## config.mk

```make
export PLATFORM = sky130hd
export DESIGN_NAME = netdma_report_arbiter_flat
export DESIGN_NICKNAME = d
export VERILOG_FILES = /design/src/rtl/netdma_report_arbiter_if.sv /design/src/rtl/netdma_report_arbiter.sv /design/src/flat_wrapper.sv
export SDC_FILE = /design/constraint.sdc
export NUM_CORES = 1
export LEC_CHECK = 0
export CORE_MARGIN = 4
export CORE_UTILIZATION = 53
export CTS_BUF_LIST = sky130_fd_sc_hd__clkbuf_8
export DETAILED_ROUTE_END_ITERATION = 7
export GPL_TIMING_DRIVEN = 0
export PLACE_DENSITY = 0.8
export SYNTH_ARGS = -nofsm -noshare
export SYNTH_HDL_FRONTEND = slang
export SYNTH_SLANG_ARGS = --single-unit
```

## constraint.sdc

```tcl
create_clock -name clk_i -period 2.4 [get_ports clk_i]
set_input_delay 0.72 -clock clk_i [delete_from_list [all_inputs] [get_ports clk_i]]
set_output_delay 0.72 -clock clk_i [all_outputs]
set_load 0.02 [all_outputs]
```

## src/rtl/netdma_report_arbiter_if.sv

```systemverilog
// Host report FIFO write port: one report word plus its source channel,
// a one-cycle write strobe, and the FIFO's almost-full back-pressure.
interface netdma_report_arbiter_if;
  logic [31:0] report_data;
  logic        report_src;
  logic        report_wrreq;
  logic        report_full;

  // Arbiter side: produces writes, observes almost-full.
  modport master (
    output report_data,
    output report_src,
    output report_wrreq,
    input  report_full
  );

  // Host FIFO side: consumes writes, drives almost-full.
  modport slave (
    input  report_data,
    input  report_src,
    input  report_wrreq,
    output report_full
  );
endinterface

```

## src/rtl/netdma_report_arbiter.sv

```systemverilog
// Report merger: buffers the unstallable tx/rx report words in per-channel
// FIFOs, round-robin drains them into the host report FIFO, raises the
// host report interrupt and flags reports dropped on buffer overflow.
// Channel index 0 is tx, 1 is rx throughout.
module netdma_report_arbiter #(
  parameter  int SKID_DEPTH      = 4,
  parameter  int IS_REPORT_BIT   = 31,
  parameter  int DISABLE_IRQ_BIT = 30,
  localparam int LW              = $clog2(SKID_DEPTH) + 1,
  localparam int PW              = $clog2(SKID_DEPTH)
) (
  input  logic                     clk_i,
  input  logic                     rst_i,
  input  logic [31:0]              tx_report_i,
  input  logic [31:0]              rx_report_i,
  netdma_report_arbiter_if.master  report_io,
  output logic [LW-1:0]            tx_level_o,
  output logic [LW-1:0]            rx_level_o,
  output logic                     tx_ovf_o,
  output logic                     rx_ovf_o,
  input  logic                     ovf_clr_i,
  output logic                     irq_o,
  input  logic                     irq_ack_i
);

  logic [31:0]   mem_q     [2][SKID_DEPTH];
  logic [PW-1:0] wr_ptr_q  [2];
  logic [PW-1:0] wr_ptr_d  [2];
  logic [PW-1:0] rd_ptr_q  [2];
  logic [PW-1:0] rd_ptr_d  [2];
  logic [LW-1:0] lvl_q     [2];
  logic [LW-1:0] lvl_d     [2];
  logic [1:0]    ovf_q, ovf_d;
  logic          last_grant_q, last_grant_d;
  logic [31:0]   data_q, data_d;
  logic          src_q, src_d;
  logic          wrreq_q, wrreq_d;
  logic          irq_q, irq_d;

  logic [31:0]   in_word [2];
  logic [1:0]    push, nonempty, full, pop, accept, drop;
  logic          grant_vld, grant_ch;

  // Capture decode, round-robin grant, FIFO bookkeeping and output next-state.
  always_comb begin
    in_word[0] = tx_report_i;
    in_word[1] = rx_report_i;
    for (int c = 0; c < 2; c++) begin
      push[c]     = in_word[c][IS_REPORT_BIT];
      nonempty[c] = (lvl_q[c] != '0);
      full[c]     = (lvl_q[c] == LW'(SKID_DEPTH));
    end

    // Under contention the channel that did not win last time goes next.
    grant_vld = 1'b0;
    grant_ch  = 1'b0;
    if (!report_io.report_full) begin
      if (nonempty[0] && nonempty[1]) begin
        grant_vld = 1'b1;
        grant_ch  = ~last_grant_q;
      end else if (nonempty[0]) begin
        grant_vld = 1'b1;
        grant_ch  = 1'b0;
      end else if (nonempty[1]) begin
        grant_vld = 1'b1;
        grant_ch  = 1'b1;
      end
    end

    pop = 2'b00;
    if (grant_vld) pop[grant_ch] = 1'b1;

    // A full FIFO still accepts a push when it pops in the same cycle.
    for (int c = 0; c < 2; c++) begin
      accept[c]   = push[c] & (~full[c] | pop[c]);
      drop[c]     = push[c] & full[c] & ~pop[c];
      wr_ptr_d[c] = accept[c] ? wr_ptr_q[c] + PW'(1) : wr_ptr_q[c];
      rd_ptr_d[c] = pop[c]    ? rd_ptr_q[c] + PW'(1) : rd_ptr_q[c];
      case ({accept[c], pop[c]})
        2'b10:   lvl_d[c] = lvl_q[c] + LW'(1);
        2'b01:   lvl_d[c] = lvl_q[c] - LW'(1);
        default: lvl_d[c] = lvl_q[c];
      endcase
      // A drop in the clear cycle keeps the flag set.
      ovf_d[c] = drop[c] | (ovf_q[c] & ~ovf_clr_i);
    end

    last_grant_d = grant_vld ? grant_ch : last_grant_q;
    wrreq_d      = grant_vld;
    data_d       = grant_vld ? mem_q[grant_ch][rd_ptr_q[grant_ch]] : data_q;
    src_d        = grant_vld ? grant_ch : src_q;
    // Set from the write cycle takes priority over a same-cycle acknowledge.
    irq_d        = (wrreq_q & ~data_q[DISABLE_IRQ_BIT]) | (irq_q & ~irq_ack_i);
  end

  // Report storage; contents need no reset since occupancy gates every read.
  always_ff @(posedge clk_i) begin
    for (int c = 0; c < 2; c++) begin
      if (accept[c]) mem_q[c][wr_ptr_q[c]] <= in_word[c];
    end
  end

  // Control and output registers; reset flushes both buffers.
  always_ff @(posedge clk_i or posedge rst_i) begin
    if (rst_i) begin
      for (int c = 0; c < 2; c++) begin
        wr_ptr_q[c] <= '0;
        rd_ptr_q[c] <= '0;
        lvl_q[c]    <= '0;
      end
      ovf_q        <= 2'b00;
      last_grant_q <= 1'b1;
      data_q       <= '0;
      src_q        <= 1'b0;
      wrreq_q      <= 1'b0;
      irq_q        <= 1'b0;
    end else begin
      for (int c = 0; c < 2; c++) begin
        wr_ptr_q[c] <= wr_ptr_d[c];
        rd_ptr_q[c] <= rd_ptr_d[c];
        lvl_q[c]    <= lvl_d[c];
      end
      ovf_q        <= ovf_d;
      last_grant_q <= last_grant_d;
      data_q       <= data_d;
      src_q        <= src_d;
      wrreq_q      <= wrreq_d;
      irq_q        <= irq_d;
    end
  end

  assign report_io.report_data  = data_q;
  assign report_io.report_src   = src_q;
  assign report_io.report_wrreq = wrreq_q;
  assign tx_level_o             = lvl_q[0];
  assign rx_level_o             = lvl_q[1];
  assign tx_ovf_o               = ovf_q[0];
  assign rx_ovf_o               = ovf_q[1];
  assign irq_o                  = irq_q;

endmodule

```

## src/flat_wrapper.sv

```systemverilog
// flat-port wrapper written by rule: the top's interface ports become plain ports
module netdma_report_arbiter_flat 
#(
  parameter  int SKID_DEPTH      = 4,
  parameter  int IS_REPORT_BIT   = 31,
  parameter  int DISABLE_IRQ_BIT = 30,
  localparam int LW              = $clog2(SKID_DEPTH) + 1,
  localparam int PW              = $clog2(SKID_DEPTH)
)
  (clk_i, rst_i, tx_report_i, rx_report_i, tx_level_o, rx_level_o, tx_ovf_o, rx_ovf_o, ovf_clr_i, irq_o, irq_ack_i, report_io_report_data, report_io_report_src, report_io_report_wrreq, report_io_report_full);
  netdma_report_arbiter_if report_io_i ();
  input  logic clk_i;
  input  logic rst_i;
  input  logic [31:0] tx_report_i;
  input  logic [31:0] rx_report_i;
  output logic [LW-1:0] tx_level_o;
  output logic [LW-1:0] rx_level_o;
  output logic tx_ovf_o;
  output logic rx_ovf_o;
  input  logic ovf_clr_i;
  output logic irq_o;
  input  logic irq_ack_i;
  output wire logic [$bits(report_io_i.report_data)-1:0] report_io_report_data;
  output wire logic [$bits(report_io_i.report_src)-1:0] report_io_report_src;
  output wire logic [$bits(report_io_i.report_wrreq)-1:0] report_io_report_wrreq;
  input wire logic [$bits(report_io_i.report_full)-1:0] report_io_report_full;
  assign report_io_report_data = report_io_i.report_data;
  assign report_io_report_src = report_io_i.report_src;
  assign report_io_report_wrreq = report_io_i.report_wrreq;
  assign report_io_i.report_full = report_io_report_full;
  netdma_report_arbiter #(.SKID_DEPTH(SKID_DEPTH), .IS_REPORT_BIT(IS_REPORT_BIT), .DISABLE_IRQ_BIT(DISABLE_IRQ_BIT)) u_core (.clk_i(clk_i), .rst_i(rst_i), .tx_report_i(tx_report_i), .rx_report_i(rx_report_i), .report_io(report_io_i), .tx_level_o(tx_level_o), .rx_level_o(rx_level_o), .tx_ovf_o(tx_ovf_o), .rx_ovf_o(rx_ovf_o), .ovf_clr_i(ovf_clr_i), .irq_o(irq_o), .irq_ack_i(irq_ack_i));
endmodule
```

==> key figures, run 1 <==
Run status
  – Outcome: complete, but fails checks
  – Failing checks: setup timing

Flow run
  – Max-cap violations: 0

Timing
  – Hold violation count in the final report: 0
  – # setup viols final: 98
  – Slew HR: 0.321
  – RSZ-0062 raised after global routing: true
  – Fin crit period: 2520 ps
  – Setup TNS: -10,800 ps
  – Post-Route Skew: 15.4 ps
  – Hold_ws: 466 ps
  – F_max: between 300 and 400 MHz
  – Slew Limit Fails: 0
  – Setup ws final: -124 ps
  – Worst-Margin Slew: about 1000 ps
  – Final cycle utilization of the critical path: 1.05

Routing
  – Vias per inst: 5.66
  – # DRC: 0
  – 1st-iter DRT viols: 528
  – Drt wl/cell: about 23 um
  – Total wire length: ~24,000 um
  – DR vias: 6,049
  – DRT Pass-1 Iters: 5
  – Routed Antenna Nets: 0

Placement
  – Worst slack, placed: -720 ps
  – GPL Wtd Cong: 0.729
  – Port bufs: about 110
  – Hpwl dp: between 10,000 and 15,000 um

CTS
  – CTS H-tree depth: 2
  – Total CTS buffers: 47
  – CTS root buf: clkbuf_8
  – Clk Latency, worst-skew pair: 570 ps
  – TritonCTS clock tree: yes
  – CTS max path bufs: 3
  – Worst-path clk slew: 70 ps
  – CTS Sinks: a little over 300

Worst setup path
  – FF-to-FF Start: u_core.tx_level_o[2]
  – Max Fanout on Critical Path: 32
  – Critical path required time: 2580 ps
  – CP Data Arrival Time: 2700 ps
  – Critical setup path kind: flop to flop
  – Reg2reg path depth: 4
  – Setup crit start kind: flop
  – Reg2reg end: u_core.mem_q[1][121]
  – Worst setup EP type: flop
  – Worst reg-to-reg setup slack: -120 ps

Logic synthesis
  – Mapped cell area: 11,800 um^2
  – Most numerous cell in the Yosys netlist: edfxtp_1
  – Post-synthesis sequential area ratio: 0.765
  – Main flop type after synthesis: edfxtp_1
  – Synth warn: 0
  – Asr flop ratio synth: 0.169
  – Syn Nets: between 600 and 700
  – Syn Inst Count: 577
  – Netlist cell types: 28
  – Register bit total from synthesis: 308
  – Synth area leaders: edfxtp_1 (65%), mux4_2 (12%), dfrtp_1 (11%)
  – Synth top cells by count: edfxtp_1 (256), mux4_2 (64), dfrtp_1 (51)
  – Synth top area share: 0.654
  – Synth area leader: edfxtp_1
  – Post-synth EDFFs: 256
  – Post-Syn Area per Cell: 20.4 um^2

Power
  – Pwr Total: 17.9 mW
  – Register share of total power: 0.435
  – Combinational Power Share: 0.324
  – Sw Pwr: 5.53 mW
  – Clock Power Share: 0.241
  – Sw frac: 0.309
  – Pwr Density: between 1000 and 1500 nW/um^2
  – Internal Power: 12.3 mW
  – Max IR drop VDD: 0.000589 V
  – Leakage: a little over 5 nW

Final layout
  – Final #Nets: 828
  – Share of cells above drive strength 1: 0.218
  – Area grow syn2layout: 22.0%
  – Fill cell count: approximately 1,400

Floorplanning
  – # IOs: 112
  – Die width: 157 um
  – Die area: approximately 25,000 um^2
  – Starting Density: 0.539
  – Die Y: about 160 um
  – Core Box Area: 21,800 um^2
  – Row cnt: 54

Global route
  – Initial antenna violation count: 2
  – GRT Residual Overflow: 0
  – First-pass GRT wire length: about 36,000 um
  – Vias in the first global route: 6,475
  – Total GRT Usage: 0.199
  – Largest net degree at the start of global routing: 36

Worst hold path
  – Worst hold path type: input port to asynchronous set/reset pin
==> cell usage in the layout (no fill, tap or decap), types with 8 or more instances in the layout <==
master / n
edfxtp_1: 256
clkdlybuf4s50_1: 106
mux4_2: 64
clkbuf_8: 53
dfrtp_1: 48
nor2_1: 36
a21oi_1: 35
mux2i_1: 33
inv_1: 33
clkbuf_1: 14
buf_4: 11
clkinv_1: 10
buf_2: 8
ha_1: 8
==> critical path, stage by stage, from the launching register on <==
cell and delay, ps:
dfrtp_2 430, or3_4 400, a21oi_1 140, o21a_1 280, and2_2 870
==> logic make-up (layout without fill, tap and decap cells) <==
| kind of cell | after synthesis | after routing | synth area share |
|---|---|---|---|
| compound gates | 45 | 45 | 0.0216 |
| xor+xnor | 12 | 12 | 0.00894 |
| fa+ha+maj | 12 | 12 | 0.0140 |
| buf+inv | 46 | 255 | 0.0181 |
| flops | 308 | 308 | 0.765 |
| mux | 99 | 99 | 0.153 |
| other cells | 0 | 2 | 0 |
| simple gates | 55 | 55 | 0.0201 |
==> metal layers <==
layer  wire length, um  GRT usage  vias up
met2             12300      0.340      256
li1                  -          -     2633
met3              1790     0.0399       53
met1              9290      0.258     3105
met5                17          0        -
met4               656     0.0698        2
==> sequential cells by signal, indices dropped and copies added (netlist names) <==
name                           cells
u_core.mem_q                     256
u_core.irq_o                       1
u_core.rx_level_o                  3
u_core.report_io.report_wrreq      1
u_core.tx_level_o                  3
u_core.report_io.report_data      32
u_core.report_io.report_src        1
u_core.ovf_q                       2
u_core.last_grant_q                1
u_core.rd_ptr_q                    4
u_core.wr_ptr_q                    4
==> area by class of cell <==
| class | instances | area (um^2) | share of cell area |
|---|---|---|---|
| diodes | 2 | 5.00 | 0.000349 |
| plain buffers | 26 | 131 | 0.00916 |
| clock buffers | 53 | 729 | 0.0509 |
| clock inverters | 35 | 233 | 0.0162 |
| inverters | 19 | 71.3 | 0.00497 |
| multi-input cells | 223 | 2620 | 0.182 |
| flip-flops and latches | 308 | 8990 | 0.627 |
| well taps | 280 | 350 | 0.0244 |
| repair buffers | 122 | 1210 | 0.0847 |
==> power by group through the flow <==
| stage | clock [mW] | sequential [mW] | combinational [mW] |
|---|---|---|---|
| 5_1_grt | 4.64 | 7.87 | 6.23 |
| 6_report | 4.31 | 7.78 | 5.78 |
| 3_3_place_gp | 0 | 7.78 | 5.46 |
| 3_5_place_dp | 0 | 7.89 | 5.67 |
| 2_1_floorplan | 0 | 8.11 | 3.32 |
| 4_1_cts | 4.37 | 7.79 | 5.73 |
==> worst max path at each step <==
| stage | start | end | cells after the start | slack (ps) |
|---|---|---|---|---|
| after global placement | rst_i | u_core.tx_level_o[2] | 2 | -890 |
| final | u_core.tx_level_o[2] | u_core.mem_q[1][121] | 4 | -120 |
| after CTS | u_core.tx_level_o[1] | u_core.mem_q[1][24] | 4 | -200 |
| after floorplan | u_core.tx_level_o[2] | u_core.rx_level_o[2] | 10 | -80 |
| after global routing | u_core.tx_level_o[2] | u_core.mem_q[1][95] | 4 | -230 |
| after detailed placement | report_io_report_full | u_core.rx_level_o[2] | 10 | -720 |
==> what timing repair did <==
action	4_1_cts	5_1_grt
pin swaps	2	7
buffers inserted	2	8
gates resized for setup	8	13
endpoints found under the setup margin	260	148
hold buffers	0	0
==> metrics by stage <==
step / instances / instance area, um^2 / util
floorplan: 577 / 11800 / -
global placement: 968 / 13200 / 0.607
detailed placement: 969 / 13300 / 0.607
CTS: 1058 / 14200 / 0.653
global route: 1066 / 14300 / 0.657
finish: 1068 / 14300 / 0.657
Power figures use the tool's default switching activity.
==> inputs of run 2 (changes only) <==
SLEW_MARGIN = 20   (was unset)
==> run 2 against run 1 <==
  * The flow still finishes with violations (setup timing)
  * Clock power shrank 7.0%
  * Sequential share of layout area rose by 0.48 points
  * Register-to-register slack got worse by 40 ps
  * Die area stayed put
  * Critical path type unchanged
  * Critical endpoint is now u_core.mem_q[1][53]
  * Largest cell class unchanged
  * Largest power group unchanged
==> key figures, run 2 (synthesis gave the netlist of run 1 again) <==
Timing
  – Final cycle utilization of the critical path: 1.07 (was 1.05)
  – Post-Route Skew: 11.3 ps (was 15.4 ps)
  – Hold violation count in the final report: 0 (unchanged)
  – # setup viols final: 65 (was 98)
  – Setup ws final: -166 ps (was -124 ps)
  – Hold_ws: 509 ps (was 466 ps)
  – Slew HR: 0.325 (was 0.321)
  – F_max: 390 MHz (was 396 MHz)
  – RSZ-0062 raised after global routing: true (unchanged)
  – Worst-Margin Slew: 1010 ps (was 1020 ps)
  – Slew Limit Fails: 0 (unchanged)
  – Fin crit period: 2570 ps (was 2520 ps)

Routing
  – # DRC: 0 (unchanged)
  – Routed Antenna Nets: 0 (unchanged)
  – DRT Pass-1 Iters: 5 (unchanged)
  – 1st-iter DRT viols: 431 (was 528)
  – DR vias: 6,012 (was 6,049)
  – Total wire length: 24,000 um (was 24,100 um)
  – Drt wl/cell: 22.6 um (was 22.5 um)
  – Vias per inst: 5.67 (was 5.66)

Floorplanning
  – Row cnt: 54 (unchanged)
  – Die area: 24,600 um^2 (unchanged)
  – Starting Density: 0.539 (unchanged)
  – Die width: 157 um (unchanged)
  – # IOs: 112 (unchanged)
  – Core Box Area: 21,800 um^2 (unchanged)
  – Die Y: 157 um (unchanged)

CTS
  – CTS root buf: clkbuf_8 (unchanged)
  – Worst-path clk slew: 70 ps (about the same)
  – Total CTS buffers: 47 (unchanged)
  – CTS max path bufs: 3 (unchanged)
  – CTS Sinks: 308 (unchanged)
  – Clk Latency, worst-skew pair: 550 ps (was 570 ps)
  – TritonCTS clock tree: yes (unchanged)
  – CTS H-tree depth: 2 (unchanged)

Worst hold path
  – Worst hold path type: flop to flop (was input port to asynchronous set/reset pin)
  – Hold path cells: 1
  – Hold path start: u_core.report_io.report_data[30]

Placement
  – GPL Wtd Cong: 0.729 (unchanged)
  – Hpwl dp: 15,000 um (about the same)
  – Port bufs: 111 (unchanged)
  – Post-DP Area: 13,200 um^2 (was 13,300 um^2)

Final layout
  – Area grow syn2layout: 21.0% (was 22.0%)
  – N_diodes: 0 (was 2)
  – Largest register FFs: 256 (unchanged)
  – Fill cell count: 1,416 (was 1,405)
  – Share of cells above drive strength 1: 0.210 (was 0.218)
  – Commonest non-fill, non-tap cell in the layout: edfxtp_1 (unchanged)
  – Final #Nets: 825 (was 828)
  – Post-route cell area: 14,200 um^2 (was 14,300 um^2)
  – Most frequent cells in the layout: edfxtp_1 (256), clkdlybuf4s50_1 (106), mux4_2 (64) (unchanged)

Power
  – Pwr Density: 1230 nW/um^2 (was 1250 nW/um^2)
  – Max IR drop VDD: 0.000681 V (was 0.000589 V)
  – Leakage: 4.99 nW (was 5.04 nW)

Global route
  – GRT Residual Overflow: 0 (unchanged)
  – Largest net degree at the start of global routing: 53 (was 36)
  – First-pass GRT wire length: 36,400 um (was 36,300 um)
  – Vias in the first global route: 6,447 (was 6,475)
  – Initial antenna violation count: 2 (unchanged)
  – Total GRT Usage: 0.198 (was 0.199)

Worst setup path
  – Worst setup EP type: flop (unchanged)
  – Reg2reg path depth: 4 (unchanged)
  – CP Data Arrival Time: 2730 ps (was 2700 ps)
  – Critical setup path kind: flop to flop (unchanged)
  – FF-to-FF Start: u_core.tx_level_o[2] (unchanged)
  – Setup crit start kind: flop (unchanged)
  – Setup crit start: u_core.tx_level_o[2] (unchanged)
  – Max Fanout on Critical Path: 32 (unchanged)
  – Critical path required time: 2560 ps (was 2580 ps)

Flow run
  – Max-cap violations: 0 (unchanged)

Run status
  – Outcome: complete, but fails checks (unchanged)
  – Failing checks: setup timing (unchanged)
[run 2: cell types whose count changed in the layout (fill, tap and decap cells not counted), moves of 2 or more]
cell	before	now
bufinv_16	3	1
clkinv_2	4	6
clkinv_1	10	5
inv_6	2	0
buf_4	11	9
inv_1	33	35
diode_2	2	0
clkinvlp_4	0	3
[run 2: cell type report]
type                            instances  area [um^2]  share of cell area
Sequential cell                       308         8990               0.632
Multi-Input combinational cell        223         2610               0.183
Timing Repair Buffer                  119         1180              0.0829
Clock buffer                           53          729              0.0513
Tap cell                              280          350              0.0246
Clock inverter                         32          165              0.0116
Buffer                                 26          130             0.00914
Inverter                               19         73.8             0.00519
[run 2: metrics by stage]
| stage | total power, mW | setup TNS (ps) | worst slack, ps | cells | utilization |
|---|---|---|---|---|---|
| 2_1_floorplan | 11.4 | -83.0 | -83.0 | 577 | - |
| 3_3_place_gp | 13.2 | -165820 | -894 | 968 | 0.607 |
| 3_5_place_dp | 13.6 | -149940 | -698 | 968 | 0.607 |
| 4_1_cts | 17.6 | -25960 | -229 | 1054 | 0.649 |
| 5_1_grt | 18.4 | -16400 | -262 | 1060 | 0.652 |
| 6_report | 17.5 | -9610 | -166 | 1060 | 0.652 |
[run 2: timing repair]
| item | in CTS | in global routing |
|---|---|---|
| setup buffers | 1 | 7 |
| hold endpoints to repair | 0 | 0 |
| gates resized for setup | 7 | 10 |
| hold buffers | 0 | 0 |
| pin swaps | 0 | 4 |
| endpoints found under the setup margin | 260 | 148 |
[run 2: critical path, stage by stage (launching register included)]
cell and delay, ps:
dfrtp_2 430, or3_4 420, a21oi_1 150, o21a_1 290
and2_2 880
[run 2: where the power goes]
| group | internal, mW | leakage (nW) | total, mW | switching, mW |
|---|---|---|---|---|
| sequential | 7.24 | 2.94 | 7.76 | 0.528 |
| clock | 2.13 | 0.517 | 4.01 | 1.89 |
| combinational | 2.71 | 1.53 | 5.75 | 3.04 |
[run 2: layer usage]
metal | vias up | routed length (um) | global-route usage
met5 | - | 27 | 0
met4 | 4 | 577 | 0.0591
met3 | 52 | 1790 | 0.0456
met2 | 240 | 12200 | 0.335
met1 | 3099 | 9410 | 0.262
li1 | 2617 | - | -
[run 2: path summary, 6_finish.rpt]
check / slack (ps) / to
min reg2reg: 510 / u_core.irq_o
max in group asynchronous: 1280 / u_core.report_io.report_data[21]
min: 510 / u_core.irq_o
max: -170 / u_core.mem_q[1][53]
min in group asynchronous: 630 / u_core.tx_level_o[2]
max reg2reg: -170 / u_core.mem_q[1][53]
